### src/rtl/pipe_ctrl_pkg.sv
// Shared encodings for the pipeline hazard controller: forwarding mux selects,
// wait-state FSM states and the register index width.
package pipe_ctrl_pkg;

    localparam int REG_IDX_W = 5;

    localparam logic [1:0] FWD_RD  = 2'b00;
    localparam logic [1:0] FWD_WB  = 2'b01;
    localparam logic [1:0] FWD_MEM = 2'b10;

    typedef enum logic {
        RUN  = 1'b0,
        WAIT = 1'b1
    } state_t;

endpackage

### src/rtl/fwd_unit.sv
// Combinational forwarding select for one EX-stage source operand.
// The younger result in MEM takes priority over the one in WB.
module fwd_unit
    import pipe_ctrl_pkg::*;
(
    input  logic [REG_IDX_W-1:0] rs,
    input  logic [REG_IDX_W-1:0] rd_m,
    input  logic [REG_IDX_W-1:0] rd_w,
    input  logic                 reg_write_m,
    input  logic                 reg_write_w,
    output logic [1:0]           fwd
);

    always_comb begin
        fwd = FWD_RD;
        if (reg_write_m && (rd_m != '0) && (rd_m == rs))
            fwd = FWD_MEM;
        else if (reg_write_w && (rd_w != '0) && (rd_w == rs))
            fwd = FWD_WB;
    end

endmodule

### src/rtl/pipe_hazard_ctrl.sv
// Hazard/sequencing controller for the 5-stage pipeline: forwarding, load-use,
// branch flush and data-memory wait states with a timeout watchdog.
// Optional performance counters are enabled by defining PIPE_PERF_CNT_EN.
module pipe_hazard_ctrl
    import pipe_ctrl_pkg::*;
#(
    parameter int TIMEOUT = 64,
    parameter int CNT_W   = 7
) (
    input  logic                 clk,
    input  logic                 reset,
    input  logic [REG_IDX_W-1:0] Rs1D,
    input  logic [REG_IDX_W-1:0] Rs2D,
    input  logic [REG_IDX_W-1:0] Rs1E,
    input  logic [REG_IDX_W-1:0] Rs2E,
    input  logic [REG_IDX_W-1:0] RdE,
    input  logic [REG_IDX_W-1:0] RdM,
    input  logic [REG_IDX_W-1:0] RdW,
    input  logic                 RegWriteM,
    input  logic                 RegWriteW,
    input  logic                 ResultSrcE0,
    input  logic                 PCSrcE,
    input  logic                 MemReqM,
    input  logic                 MemReadyM,
    output logic [1:0]           ForwardAE,
    output logic [1:0]           ForwardBE,
    output logic                 StallF,
    output logic                 StallD,
    output logic                 StallE,
    output logic                 StallM,
    output logic                 FlushD,
    output logic                 FlushE,
    output logic                 FlushW,
    output logic                 MemErr
`ifdef PIPE_PERF_CNT_EN
    ,
    output logic [31:0]          StallCnt,
    output logic [31:0]          FlushCnt,
    output logic [31:0]          WaitCnt
`endif
);

    state_t     state, state_next;
    logic [CNT_W-1:0] cnt, cnt_next;
    logic       err_next;
    logic [1:0] fwd_a, fwd_b;
    logic       lw_stall, mem_stall;

    fwd_unit u_fwd_a (
        .rs(Rs1E), .rd_m(RdM), .rd_w(RdW),
        .reg_write_m(RegWriteM), .reg_write_w(RegWriteW), .fwd(fwd_a)
    );

    fwd_unit u_fwd_b (
        .rs(Rs2E), .rd_m(RdM), .rd_w(RdW),
        .reg_write_m(RegWriteM), .reg_write_w(RegWriteW), .fwd(fwd_b)
    );

    assign lw_stall  = ResultSrcE0 && (RdE != '0) && ((RdE == Rs1D) || (RdE == Rs2D)) && !PCSrcE;
    // Stall already in the cycle that sees the miss, so nothing passes MEM early.
    assign mem_stall = (MemReqM && !MemReadyM) || (state == WAIT);

    always_ff @(posedge clk) begin
        if (reset) begin
            state  <= RUN;
            cnt    <= '0;
            MemErr <= 1'b0;
        end else begin
            state  <= state_next;
            cnt    <= cnt_next;
            MemErr <= err_next;
        end
    end

    always_comb begin
        state_next = state;
        cnt_next   = cnt;
        err_next   = MemErr;
        case (state)
            RUN: begin
                if (MemReqM && !MemReadyM) begin
                    state_next = WAIT;
                    cnt_next   = '0;
                end
            end
            WAIT: begin
                cnt_next = cnt + 1'b1;
                if (MemReadyM) begin
                    state_next = RUN;
                end else if (cnt == CNT_W'(TIMEOUT - 2)) begin
                    // Counter reaches TIMEOUT-1 on this edge: give up on the access.
                    err_next   = 1'b1;
                    state_next = RUN;
                end
            end
            default: state_next = RUN;
        endcase
    end

    always_comb begin
        ForwardAE = fwd_a;
        ForwardBE = fwd_b;
        StallF    = lw_stall || mem_stall;
        StallD    = lw_stall || mem_stall;
        StallE    = mem_stall;
        StallM    = mem_stall;
        // EX is held during a memory stall, so a pending branch re-presents later.
        FlushD    = PCSrcE && !mem_stall;
        FlushE    = (lw_stall || PCSrcE) && !mem_stall;
        FlushW    = mem_stall;
        if (reset) begin
            ForwardAE = FWD_RD;
            ForwardBE = FWD_RD;
            StallF    = 1'b0;
            StallD    = 1'b0;
            StallE    = 1'b0;
            StallM    = 1'b0;
            FlushD    = 1'b1;
            FlushE    = 1'b1;
            FlushW    = 1'b1;
        end
    end

`ifdef PIPE_PERF_CNT_EN
    always_ff @(posedge clk) begin
        if (reset) begin
            StallCnt <= '0;
            FlushCnt <= '0;
            WaitCnt  <= '0;
        end else begin
            if ((state == RUN) && lw_stall) StallCnt <= StallCnt + 32'd1;
            if ((state == RUN) && PCSrcE)   FlushCnt <= FlushCnt + 32'd1;
            if (StallM)                     WaitCnt  <= WaitCnt + 32'd1;
        end
    end
`endif

endmodule

### config.mk
export PLATFORM = sky130hd
export DESIGN_NAME = pipe_hazard_ctrl
export DESIGN_NICKNAME = d
export VERILOG_FILES = /design/src/rtl/pipe_ctrl_pkg.sv /design/src/rtl/fwd_unit.sv /design/src/rtl/pipe_hazard_ctrl.sv
export SDC_FILE = /design/constraint.sdc
export NUM_CORES = 1
export LEC_CHECK = 0
export BUFFER_PORTS_ARGS = -buffer_cell sky130_fd_sc_hd__buf_2
export CAP_MARGIN = 10
export CORE_MARGIN = 2
export CORE_UTILIZATION = 44
export DETAILED_ROUTE_END_ITERATION = 7
export PLACE_DENSITY = 0.82
export REMOVE_ABC_BUFFERS = 1
export SYNTH_ARGS = -nofsm -noshare
export SYNTH_HDL_FRONTEND = slang
export SYNTH_SLANG_ARGS = --single-unit
### constraint.sdc
create_clock -name clk -period 3.5 [get_ports clk]
set_input_delay 0.7 -clock clk [delete_from_list [all_inputs] [get_ports clk]]
set_output_delay 0.7 -clock clk [all_outputs]
set_load 0.02 [all_outputs]
==> impl_metrics.prom, run 1 <==
# TYPE chip_impl_metric gauge
chip_impl_metric{name="buffer_ports.inserted",unit=""} 54
chip_impl_metric{name="design.die.area",unit="µm²"} 2380
chip_impl_metric{name="worstPathRequired",unit="ps"} 2800
chip_impl_metric{name="drtAntennaViolNets",unit=""} 0
chip_impl_info{name="worstSetupStartpointType",value="input port"} 1
chip_impl_metric{name="detail_route.wirelength",unit="mm"} 2.19
chip_impl_metric{name="worst_slew_pin_slew",unit="ps"} 435
chip_impl_metric{name="ys_async_sr_fraction",unit="%"} 0
chip_impl_metric{name="cts.sinks",unit=""} 9
chip_impl_metric{name="vias",unit=""} 953
chip_impl_metric{name="vias_per_cell",unit=""} 4.96
chip_impl_info{name="synth.top_cells.by_area",value="sky130_fd_sc_hd__xor2_1, sky130_fd_sc_hd__dfxtp_1, sky130_fd_sc_hd__xnor2_1"} 1
chip_impl_metric{name="areaGrowthSynthToFinish",unit="%"} 34.8
chip_impl_info{name="outcome",value="complete, no violations"} 1
chip_impl_metric{name="maxSlewViolCount",unit=""} 0
chip_impl_metric{name="routedWlPerCell",unit="µm"} 11.4
chip_impl_metric{name="final-setup-viol-count",unit=""} 0
chip_impl_metric{name="final_area",unit="µm²"} 1190
chip_impl_metric{name="vdd.ir_drop.worst",unit="mV"} 0.135
chip_impl_metric{name="cp_max_fo",unit=""} 4
chip_impl_metric{name="floorplan.io_pins",unit=""} 55
chip_impl_metric{name="num-nets-final",unit=""} 211
chip_impl_info{name="top_flip_flop_cell_by_instance_count_after_synthesis",value="sky130_fd_sc_hd__dfxtp_1"} 1
chip_impl_metric{name="synth-seq-cells",unit=""} 9
chip_impl_metric{name="syn_area_per_cell",unit="µm²"} 7.96
chip_impl_metric{name="cap_violations",unit=""} 0
chip_impl_metric{name="timing.max_slew.rel_slack",unit="%"} 71.0
chip_impl_metric{name="first_pass_grt_wire_length",unit="mm"} 3.81
chip_impl_metric{name="hold_violations",unit=""} 0
chip_impl_metric{name="clkLatencyLatePin",unit="ps"} 280
chip_impl_info{name="grt_setup_unrepaired",value="false"} 1
chip_impl_info{name="post_synth_most_frequent_cells",value="sky130_fd_sc_hd__xor2_1, sky130_fd_sc_hd__xnor2_1, sky130_fd_sc_hd__dfxtp_1"} 1
chip_impl_metric{name="fmaxAchievable",unit="GHz"} 0.357
chip_impl_info{name="min_path_type",value="reg2reg"} 1
chip_impl_metric{name="cts_made_buffers",unit=""} 3
chip_impl_metric{name="first_global_vias",unit=""} 946
chip_impl_metric{name="cts.hold.buffers_added",unit=""} 0
chip_impl_metric{name="synth_cell_types",unit=""} 29
chip_impl_metric{name="layout-drive-gt1-share",unit="%"} 38.2
chip_impl_info{name="criticalPathCategory",value="in2out"} 1
chip_impl_metric{name="yosysSeqAreaShare",unit="%"} 20.4
chip_impl_metric{name="die_height",unit="µm"} 48.8
chip_impl_metric{name="clk_transition_reported_paths",unit="ps"} 60
chip_impl_metric{name="clk_path_buf_depth",unit=""} 2
chip_impl_info{name="cts_tree",value="built"} 1
chip_impl_metric{name="final.period_utilization",unit="%"} 80.1
chip_impl_metric{name="power_density",unit="nW/µm²"} 246
chip_impl_metric{name="detail_route.first_pass.iterations",unit=""} 4
chip_impl_metric{name="dpl-instance-area",unit="µm²"} 1160
chip_impl_metric{name="syn-instance-count",unit=""} 111
chip_impl_metric{name="die_w",unit="µm"} 48.8
chip_impl_metric{name="coreArea",unit="µm²"} 1920
chip_impl_metric{name="reg2reg_slack",unit="ps"} 2180
chip_impl_metric{name="post_cts.resized_instances",unit=""} 0
chip_impl_metric{name="insertedDiodeCount",unit=""} 0
chip_impl_metric{name="worstPathArrival",unit="ps"} 2100
chip_impl_metric{name="synth_edf_count",unit=""} 0
chip_impl_metric{name="mappedNetlistArea",unit="µm²"} 883
chip_impl_metric{name="floorplan.initialDensity",unit="%"} 46.0
chip_impl_metric{name="drc",unit=""} 0
chip_impl_info{name="synth.largest_area_cell",value="sky130_fd_sc_hd__xor2_1"} 1
chip_impl_info{name="clockRootBuffer",value="sky130_fd_sc_hd__clkbuf_4"} 1
chip_impl_metric{name="gp_congestion",unit=""} 0.873
chip_impl_metric{name="grt_usage",unit="%"} 20.2
chip_impl_metric{name="number_of_antenna_violations_at_the_first_check_in_global_routing",unit=""} 0
chip_impl_metric{name="fin_util",unit="%"} 62.0
chip_impl_metric{name="detailed_place_hpwl",unit="mm"} 1.89
chip_impl_metric{name="filler_cells",unit=""} 169
chip_impl_info{name="end_kind",value="output pin"} 1
chip_impl_info{name="synth_most_common_cell",value="sky130_fd_sc_hd__xor2_1"} 1
chip_impl_metric{name="clock-skew-final",unit="ps"} 8.30
chip_impl_metric{name="cts.repair_timing.setup_buffer_count",unit=""} 0
chip_impl_metric{name="detailedRoute.firstIterationViolations",unit=""} 11
chip_impl_metric{name="tns",unit="ps"} 0
chip_impl_metric{name="total_area_of_multi_input_combinational_cells",unit="µm²"} 666
chip_impl_metric{name="row_count",unit=""} 16
chip_impl_metric{name="sequential_cell_area",unit="µm²"} 180
chip_impl_metric{name="period_minus_slack",unit="ps"} 2800
chip_impl_metric{name="maximum_number_of_pins_on_one_net_before_global_route_repair",unit=""} 16
chip_impl_metric{name="power_leakage",unit="µW"} 0.000526
chip_impl_metric{name="synthDominantCellAreaShare",unit="%"} 20.8
chip_impl_metric{name="cts_htree_levels",unit=""} 1
chip_impl_metric{name="grt.overflow.total",unit=""} 0
chip_impl_metric{name="yosysWarningCount",unit=""} 0
==> flip-flops by register name, summed over array words and instances (netlist names) <==
name	cells
MemErr	1
state	1
cnt	7
==> kinds of logic after synthesis <==
| logic type | synth area share [%] |
|---|---|
| AOI/OAI and AO/OA | 10.3 |
| xor gates and xnor gates | 32.7 |
| adders and majority gates | 2.83 |
| buffers and inverters | 4.25 |
| DFF | 20.4 |
| and+or+nand+nor | 29.5 |
==> through the flow <==
stage	hold WS, ps	instances	power [µW]	setup WS (ps)
3_3_place_gp	451	188	208	705
4_1_cts	474	192	295	692
6_report	471	192	293	698
5_1_grt	507	192	312	607
2_1_floorplan	467	107	160	629
3_5_place_dp	458	188	211	682
==> layout make-up <==
type	count	area share [%]
Multi-Input combinational cell	94	55.9
Timing Repair Buffer	54	22.7
Clock buffer	4	2.21
Sequential cell	9	15.1
Tap cell	27	2.84
Inverter	4	1.26
==> worst paths after layout <==
| kind | start | to | depth (start not counted) |
|---|---|---|---|
| min | MemErr$_SDFFE_PP0P_ | MemErr$_SDFFE_PP0P_ | 2 |
| max reg2reg | state$_SDFF_PP0_ | cnt[4]$_SDFFE_PP0N_ | 4 |
| max | RdM[0] | ForwardBE[0] | 6 |
| min reg2reg | MemErr$_SDFFE_PP0P_ | MemErr$_SDFFE_PP0P_ | 2 |
==> critical path, stage by stage <==
cell and delay (ps):
sky130_fd_sc_hd__buf_2 120, sky130_fd_sc_hd__or4_1 530, sky130_fd_sc_hd__o21ai_2 200, sky130_fd_sc_hd__nor3_1 90, sky130_fd_sc_hd__nor4_2 260, sky130_fd_sc_hd__buf_2 200
==> power breakdown <==
| part | switching, µW | leakage [µW] | total [µW] | internal [µW] |
|---|---|---|---|---|
| clock network | 40.2 | 0.0000150 | 84.3 | 44.2 |
| logic | 54.7 | 0.000438 | 102 | 47.4 |
| registers | 2.27 | 0.0000727 | 106 | 104 |
| total | 97.1 | 0.000526 | 293 | 195 |
==> metal layers <==
layer  wire length, µm  GRT usage, %  vias up
li1                  -             -      495
met1               893          21.8      424
met2              1150          38.1       32
met3               136          6.13        2
met4                13          4.76        0
met5                 0             0        -
==> cell usage in the layout, fill, tap and decap left out, drive strengths merged, types with 2 or more instances in the layout <==
cell type | netlist | routed
nand3 | 4 | 4
xor2 | 21 | 21
nand2 | 4 | 4
o21ai | 3 | 3
or2 | 2 | 2
a21oi | 7 | 7
nor3 | 7 | 7
clkbuf | 2 | 4
dfxtp | 9 | 9
nand4 | 3 | 3
o31ai | 2 | 2
nand2b | 2 | 2
inv | 4 | 4
nor2b | 3 | 3
or4 | 5 | 5
nor2 | 6 | 6
nor3b | 2 | 2
nor4 | 4 | 4
buf | 2 | 54
xnor2 | 12 | 12
ha | 2 | 2
No activity file was read; power rests on OpenSTA's default activity.
==> run 2, diff against run 1 <==
Settings changed: CORE_UTILIZATION 44 to 38, PLACE_DENSITY 0.82 to 0.75.
Clock period 3.5 ns to 2.38 ns, I/O delays scaled along.
==> impl_metrics.prom, run 2 (synthesized netlist as in run 1, its figures left out) <==
# TYPE chip_impl_metric gauge
chip_impl_metric{name="design.die.area",unit="µm²"} 2730
chip_impl_metric{name="clkLatencyLatePin",unit="ps"} 260
chip_impl_info{name="cpLargestDelayFamily",value="simple AND/OR/NAND/NOR gates"} 1
chip_impl_metric{name="cts_htree_levels",unit=""} 1
chip_impl_info{name="criticalPathCategory",value="in2out"} 1
chip_impl_metric{name="detailedRoute.firstIterationViolations",unit=""} 9
chip_impl_metric{name="maximum_number_of_pins_on_one_net_before_global_route_repair",unit=""} 15
chip_impl_metric{name="floorplan.initialDensity",unit="%"} 39.9
chip_impl_metric{name="largest_register_ff_count",unit=""} 7
chip_impl_metric{name="drtAntennaViolNets",unit=""} 0
chip_impl_metric{name="worstPathRequired",unit="ps"} 1900
chip_impl_metric{name="gp_congestion",unit=""} 0.872
chip_impl_metric{name="clk_transition_reported_paths",unit="ps"} 60
chip_impl_metric{name="layout-drive-gt1-share",unit="%"} 40.2
chip_impl_metric{name="vias",unit=""} 978
chip_impl_metric{name="detail_route.wirelength",unit="mm"} 2.28
chip_impl_metric{name="timing.max_slew.rel_slack",unit="%"} 70.8
chip_impl_metric{name="first_global_vias",unit=""} 924
chip_impl_metric{name="grt_util_met3",unit="%"} 2.57
chip_impl_info{name="rr_startpoint",value="state$_SDFF_PP0_"} 1
chip_impl_info{name="final_cell_mix",value="sky130_fd_sc_hd__buf_2, sky130_fd_sc_hd__xor2_1, sky130_fd_sc_hd__xnor2_1"} 1
chip_impl_metric{name="final-setup-viol-count",unit=""} 0
chip_impl_metric{name="number_of_antenna_violations_at_the_first_check_in_global_routing",unit=""} 0
chip_impl_metric{name="number_of_placed_instances_with_taps_included",unit=""} 191
chip_impl_metric{name="insertedDiodeCount",unit=""} 0
chip_impl_metric{name="vias_per_cell",unit=""} 4.96
chip_impl_metric{name="maxSlewViolCount",unit=""} 0
chip_impl_info{name="end_kind",value="output pin"} 1
chip_impl_metric{name="cts_made_buffers",unit=""} 3
chip_impl_info{name="worstSetupStartpointType",value="input port"} 1
chip_impl_metric{name="worst_slew_pin_slew",unit="ps"} 437
chip_impl_info{name="largest-register",value="cnt"} 1
chip_impl_metric{name="whs_path_depth",unit=""} 2
chip_impl_metric{name="first_pass_grt_wire_length",unit="mm"} 3.53
chip_impl_metric{name="r2r.worst_path.cells",unit=""} 4
chip_impl_metric{name="num-nets-final",unit=""} 215
chip_impl_info{name="commonest_non_fill_non_tap_cell_in_the_layout",value="sky130_fd_sc_hd__buf_2"} 1
chip_impl_metric{name="grt.met2_usage",unit="%"} 32.3
chip_impl_metric{name="critPathMaxStageDelay",unit="ps"} 540
chip_impl_metric{name="die_w",unit="µm"} 52.2
chip_impl_metric{name="final.period_utilization",unit="%"} 96.9
chip_impl_info{name="cts_tree",value="built"} 1
chip_impl_metric{name="met1_track_demand_over_resource",unit="%"} 19.6
chip_impl_metric{name="vdd.ir_drop.worst",unit="mV"} 0.259
chip_impl_metric{name="grt_usage",unit="%"} 17.3
chip_impl_metric{name="clk_path_buf_depth",unit=""} 2
chip_impl_metric{name="cp_max_fo",unit=""} 3
chip_impl_metric{name="drc",unit=""} 0
chip_impl_metric{name="power_density",unit="nW/µm²"} 349
chip_impl_metric{name="worstPathArrival",unit="ps"} 1830
chip_impl_metric{name="buffer_ports.inserted",unit=""} 54
chip_impl_info{name="min_path_type",value="reg2reg"} 1
chip_impl_info{name="outcome",value="complete, no violations"} 1
chip_impl_metric{name="detailed_place_hpwl",unit="mm"} 1.97
chip_impl_info{name="reg.largest.list",value="cnt (7), MemErr (1), state (1)"} 1
chip_impl_metric{name="row_count",unit=""} 17
chip_impl_metric{name="fmaxAchievable",unit="GHz"} 0.433
chip_impl_metric{name="die_height",unit="µm"} 52.2
chip_impl_metric{name="coreArea",unit="µm²"} 2210
chip_impl_metric{name="clock-skew-final",unit="ps"} 3.74
chip_impl_metric{name="areaGrowthSynthToFinish",unit="%"} 39.4
chip_impl_metric{name="total_area_of_multi_input_combinational_cells",unit="µm²"} 669
chip_impl_info{name="critical_path.slowest_cell",value="sky130_fd_sc_hd__or4_1"} 1
chip_impl_metric{name="grt.overflow.total",unit=""} 0
chip_impl_metric{name="hold_violations",unit=""} 0
chip_impl_metric{name="finish.cell_count_without_fillers",unit=""} 197
chip_impl_metric{name="filler_cells",unit=""} 227
chip_impl_metric{name="sequential_cell_area",unit="µm²"} 180
chip_impl_metric{name="power_leakage",unit="µW"} 0.000546
chip_impl_info{name="hold_path_end",value="MemErr$_SDFFE_PP0P_"} 1
chip_impl_metric{name="worstPathBufferInverterCount",unit=""} 2
chip_impl_info{name="clockRootBuffer",value="sky130_fd_sc_hd__clkbuf_4"} 1
chip_impl_metric{name="period_minus_slack",unit="ps"} 2310
chip_impl_metric{name="detail_route.first_pass.iterations",unit=""} 4
chip_impl_info{name="grt-busiest-layer",value="met2"} 1
chip_impl_metric{name="smallest_hold_slack",unit="ps"} 468
chip_impl_metric{name="reg2reg_slack",unit="ps"} 1070
chip_impl_metric{name="cap_violations",unit=""} 0
chip_impl_metric{name="floorplan.io_pins",unit=""} 55
chip_impl_metric{name="worstSetupPathDepth",unit=""} 6
chip_impl_metric{name="routedWlPerCell",unit="µm"} 11.6
chip_impl_info{name="regToRegEndpoint",value="cnt[4]$_SDFFE_PP0N_"} 1
chip_impl_info{name="grt_setup_unrepaired",value="false"} 1
chip_impl_info{name="hold_path.startpoint",value="MemErr$_SDFFE_PP0P_"} 1
chip_impl_metric{name="cts.sinks",unit=""} 9
chip_impl_info{name="timing.critical_path.cells",value="buf_2, or4_1, o21ai_2, nor3_1, nor4_2, buf_4"} 1
==> run 2: changes by cell type in the layout (fill, tap and decap cells not counted), sizes merged <==
cell / change
buf: +4
==> run 2: what timing repair did <==
item	CTS	global route
setup buffers	0	2
gates resized for setup	0	3
hold buffers	0	0
endpoints found under the setup margin	0	2
==> run 2: per-stage QoR <==
step | util, % | power [µW] | setup TNS [ps] | area [µm²] | setup WS (ps)
6_report | 55.7 | 429 | 0 | 1230 | 73.0
5_1_grt | 55.7 | 460 | 0 | 1230 | 8.07
4_1_cts | 54.6 | 432 | 0 | 1210 | 48.5
3_5_place_dp | 53.4 | 312 | 0 | 1180 | 51.1
3_3_place_gp | 53.4 | 308 | 0 | 1180 | 59.3
2_1_floorplan | - | 236 | -86.2 | 861 | -43.1
==> run 2: layout make-up <==
type / instances / share of cell area, %
Multi-Input combinational cell: 94 / 54.4
Clock buffer: 4 / 2.13
Sequential cell: 9 / 14.6
Timing Repair Buffer: 58 / 24.8
Inverter: 4 / 1.22
Tap cell: 28 / 2.85
==> run 2: worst max path at each step <==
stage                   start      endpoint  slack, ps
detailed placement     RdM[0]  ForwardBE[0]         50
global route           RdM[0]  ForwardBE[0]          8
CTS                    RdM[0]  ForwardAE[0]         50
floorplan           MemReadyM        StallD        -40
global placement       RdM[0]  ForwardAE[0]         60
finish                 RdM[0]  ForwardBE[0]         70
==> run 2: worst register-to-register path: stages (launching register included) <==
cell	delay, ps
sky130_fd_sc_hd__dfxtp_1	390
sky130_fd_sc_hd__or3b_2	550
sky130_fd_sc_hd__nand3_1	110
sky130_fd_sc_hd__o21a_1	120
sky130_fd_sc_hd__nor2_1	30
==> run 2: routing by layer <==
metal  wire length, µm  share of wire, %  vias up
met3               126               5.5        0
met5                 0                 0        -
met1               930                41      435
li1                  -                 -      505
met4                 0                 0        0
met2              1220                54       38
==> run 2: power by group <==
part	internal (µW)	switching, µW	total (µW)
logic	74.9	81.9	157
clock network	64.5	51.8	116
registers	153	3.59	156
==> run 3, diff against run 2 <==
Settings changed: PLACE_DENSITY 0.75 to 0.76.
==> impl_metrics.prom, run 3 (synthesized netlist as in run 1, its figures left out) <==
# TYPE chip_impl_metric gauge
chip_impl_info{name="worstSetupStartpointType",value="input port"} 1
chip_impl_metric{name="grt.overflow.total",unit=""} 0
chip_impl_metric{name="power_leakage",unit="µW"} 0.000539
chip_impl_metric{name="clk_path_buf_depth",unit=""} 2
chip_impl_metric{name="cap_violations",unit=""} 0
chip_impl_metric{name="worstPathArrival",unit="ps"} 1820
chip_impl_metric{name="whs_path_depth",unit=""} 2
chip_impl_metric{name="seq_power_share",unit="%"} 36.2
chip_impl_info{name="cts_tree",value="built"} 1
chip_impl_info{name="reg.largest.list",value="cnt (7), MemErr (1), state (1)"} 1
chip_impl_metric{name="p_sw",unit="µW"} 141
chip_impl_metric{name="detailed_place_hpwl",unit="mm"} 2.12
chip_impl_metric{name="vias_per_cell",unit=""} 5.07
chip_impl_metric{name="clkLatencyLatePin",unit="ps"} 260
chip_impl_metric{name="vdd.ir_drop.worst",unit="mV"} 0.248
chip_impl_metric{name="period_minus_slack",unit="ps"} 2290
chip_impl_metric{name="coreArea",unit="µm²"} 2210
chip_impl_metric{name="hold_violations",unit=""} 0
chip_impl_metric{name="largest_register_ff_count",unit=""} 7
chip_impl_metric{name="floorplan.io_pins",unit=""} 55
chip_impl_metric{name="cp_max_fo",unit=""} 2
chip_impl_metric{name="worstPathRequired",unit="ps"} 1900
chip_impl_metric{name="reg2reg_slack",unit="ps"} 1050
chip_impl_info{name="criticalPathCategory",value="in2out"} 1
chip_impl_metric{name="gp_congestion",unit=""} 0.865
chip_impl_metric{name="areaGrowthSynthToFinish",unit="%"} 38.1
chip_impl_metric{name="smallest_hold_slack",unit="ps"} 479
chip_impl_metric{name="detail_route.wirelength",unit="mm"} 2.40
chip_impl_metric{name="postLayoutSetupSlackWorst",unit="ps"} 88.6
chip_impl_metric{name="p_int",unit="µW"} 291
chip_impl_metric{name="filler_cells",unit=""} 217
chip_impl_info{name="rr_startpoint",value="state$_SDFF_PP0_"} 1
chip_impl_metric{name="clock-skew-final",unit="ps"} 6.88
chip_impl_info{name="grt_setup_unrepaired",value="false"} 1
chip_impl_metric{name="design.die.area",unit="µm²"} 2730
chip_impl_metric{name="die_height",unit="µm"} 52.2
chip_impl_metric{name="timing.max_slew.rel_slack",unit="%"} 68.3
chip_impl_metric{name="maximum_number_of_pins_on_one_net_before_global_route_repair",unit=""} 15
chip_impl_metric{name="comb_power_share",unit="%"} 36.2
chip_impl_info{name="clockRootBuffer",value="sky130_fd_sc_hd__clkbuf_4"} 1
chip_impl_metric{name="maxSlewViolCount",unit=""} 0
chip_impl_metric{name="cts_made_buffers",unit=""} 3
chip_impl_metric{name="row_count",unit=""} 17
chip_impl_metric{name="insertedDiodeCount",unit=""} 0
chip_impl_info{name="largest-register",value="cnt"} 1
chip_impl_metric{name="cts_htree_levels",unit=""} 1
chip_impl_metric{name="first_pass_grt_wire_length",unit="mm"} 3.81
chip_impl_info{name="min_path_type",value="reg2reg"} 1
chip_impl_metric{name="die_w",unit="µm"} 52.2
chip_impl_info{name="final_cell_mix",value="sky130_fd_sc_hd__buf_2, sky130_fd_sc_hd__xor2_1, sky130_fd_sc_hd__xnor2_1"} 1
chip_impl_metric{name="worst_slew_pin_slew",unit="ps"} 474
chip_impl_metric{name="power_frac_clock",unit="%"} 27.6
chip_impl_metric{name="final-setup-viol-count",unit=""} 0
chip_impl_metric{name="floorplan.initialDensity",unit="%"} 39.9
chip_impl_metric{name="dpl_worst_slack",unit="ps"} 29.1
chip_impl_metric{name="detailedRoute.firstIterationViolations",unit=""} 6
chip_impl_metric{name="r2r.worst_path.cells",unit=""} 4
chip_impl_metric{name="drtAntennaViolNets",unit=""} 0
chip_impl_metric{name="clk_transition_reported_paths",unit="ps"} 70
chip_impl_metric{name="routedWlPerCell",unit="µm"} 12.2
chip_impl_metric{name="first_global_vias",unit=""} 941
chip_impl_metric{name="number_of_antenna_violations_at_the_first_check_in_global_routing",unit=""} 0
chip_impl_metric{name="drc",unit=""} 0
chip_impl_metric{name="layout-drive-gt1-share",unit="%"} 39.3
chip_impl_metric{name="num-nets-final",unit=""} 214
chip_impl_metric{name="vias",unit=""} 993
chip_impl_metric{name="power_density",unit="nW/µm²"} 354
chip_impl_metric{name="grt_usage",unit="%"} 18.2
chip_impl_info{name="commonest_non_fill_non_tap_cell_in_the_layout",value="sky130_fd_sc_hd__buf_2"} 1
chip_impl_metric{name="fmaxAchievable",unit="GHz"} 0.436
chip_impl_metric{name="buffer_ports.inserted",unit=""} 54
chip_impl_info{name="hold_path_end",value="MemErr$_SDFFE_PP0P_"} 1
chip_impl_metric{name="final_area",unit="µm²"} 1220
chip_impl_metric{name="detail_route.first_pass.iterations",unit=""} 3
chip_impl_metric{name="fin_util",unit="%"} 55.1
chip_impl_info{name="regToRegEndpoint",value="cnt[4]$_SDFFE_PP0N_"} 1
chip_impl_info{name="outcome",value="complete, no violations"} 1
chip_impl_metric{name="power",unit="µW"} 432
chip_impl_metric{name="cts.sinks",unit=""} 9
chip_impl_metric{name="dpl-instance-area",unit="µm²"} 1180
chip_impl_info{name="end_kind",value="output pin"} 1
chip_impl_metric{name="switching_share",unit="%"} 32.7
chip_impl_metric{name="final.period_utilization",unit="%"} 96.3
chip_impl_info{name="hold_path.startpoint",value="MemErr$_SDFFE_PP0P_"} 1
## run 3: cell types whose count changed in the layout (fill, tap and decap cells not counted), sizes merged
| cell | delta |
|---|---|
| buf | -1 |
## run 3: per-layer routing
layer  part of all wire, %  global-route usage (%)  wire length [µm]  vias up
li1                      -                       -                 -      503
met1                    38                    20.4               914      452
met2                    55                    34.6              1320       32
met3                   4.5                    2.29               109        6
met4                   2.0                    6.41                49        0
met5                     0                       0                 0        -
## run 3: area by class of cell
| cell class | count | area, µm² | share of cell area, % |
|---|---|---|---|
| timing repair buffer | 57 | 298 | 24.4 |
| multi-input combinational | 94 | 666 | 54.6 |
| tap | 28 | 35.0 | 2.87 |
| clock buffer | 4 | 26.3 | 2.15 |
| sequential | 9 | 180 | 14.8 |
| inverter | 4 | 15.0 | 1.23 |
## run 3: critical path, cell delays in order
cell and delay (ps):
sky130_fd_sc_hd__buf_2 110, sky130_fd_sc_hd__nor2b_1 110, sky130_fd_sc_hd__o21ai_1 80, sky130_fd_sc_hd__or4_1 570
sky130_fd_sc_hd__nor4_2 290, sky130_fd_sc_hd__buf_4 180
## run 3: worst max-delay path by stage
stage | startpoint | end | slack [ps] | cells past startpoint
global route | RdW[3] | ForwardAE[0] | 8 | 6
CTS | RdM[3] | ForwardBE[0] | 30 | 6
floorplan | MemReadyM | StallD | -40 | 5
global placement | RdM[3] | ForwardAE[0] | 50 | 6
detailed placement | RdM[3] | ForwardBE[0] | 30 | 6
finish | reset | ForwardAE[0] | 90 | 6
## run 3: metrics by stage
| stage | std cells | TNS [ps] |
|---|---|---|
| after global routing | 196 | 0 |
| after detailed placement | 191 | 0 |
| after global placement | 191 | 0 |
| after floorplan | 107 | -86.2 |
| final | 196 | 0 |
| after CTS | 195 | 0 |
## run 3: what timing repair did
item	CTS	global route
hold buffers	0	0
hold endpoints to repair	0	0
setup buffers	0	1
endpoints found under the setup margin	0	2
resized for setup	0	2
## run 3: power groups by stage
stage               Clock (µW)  Combinational (µW)  Sequential, µW
finish                     119                 156             157
global route               130                 171             157
CTS                        122                 156             156
detailed placement           0                 155             160
global placement             0                 149             159
floorplan                    0                77.0             159
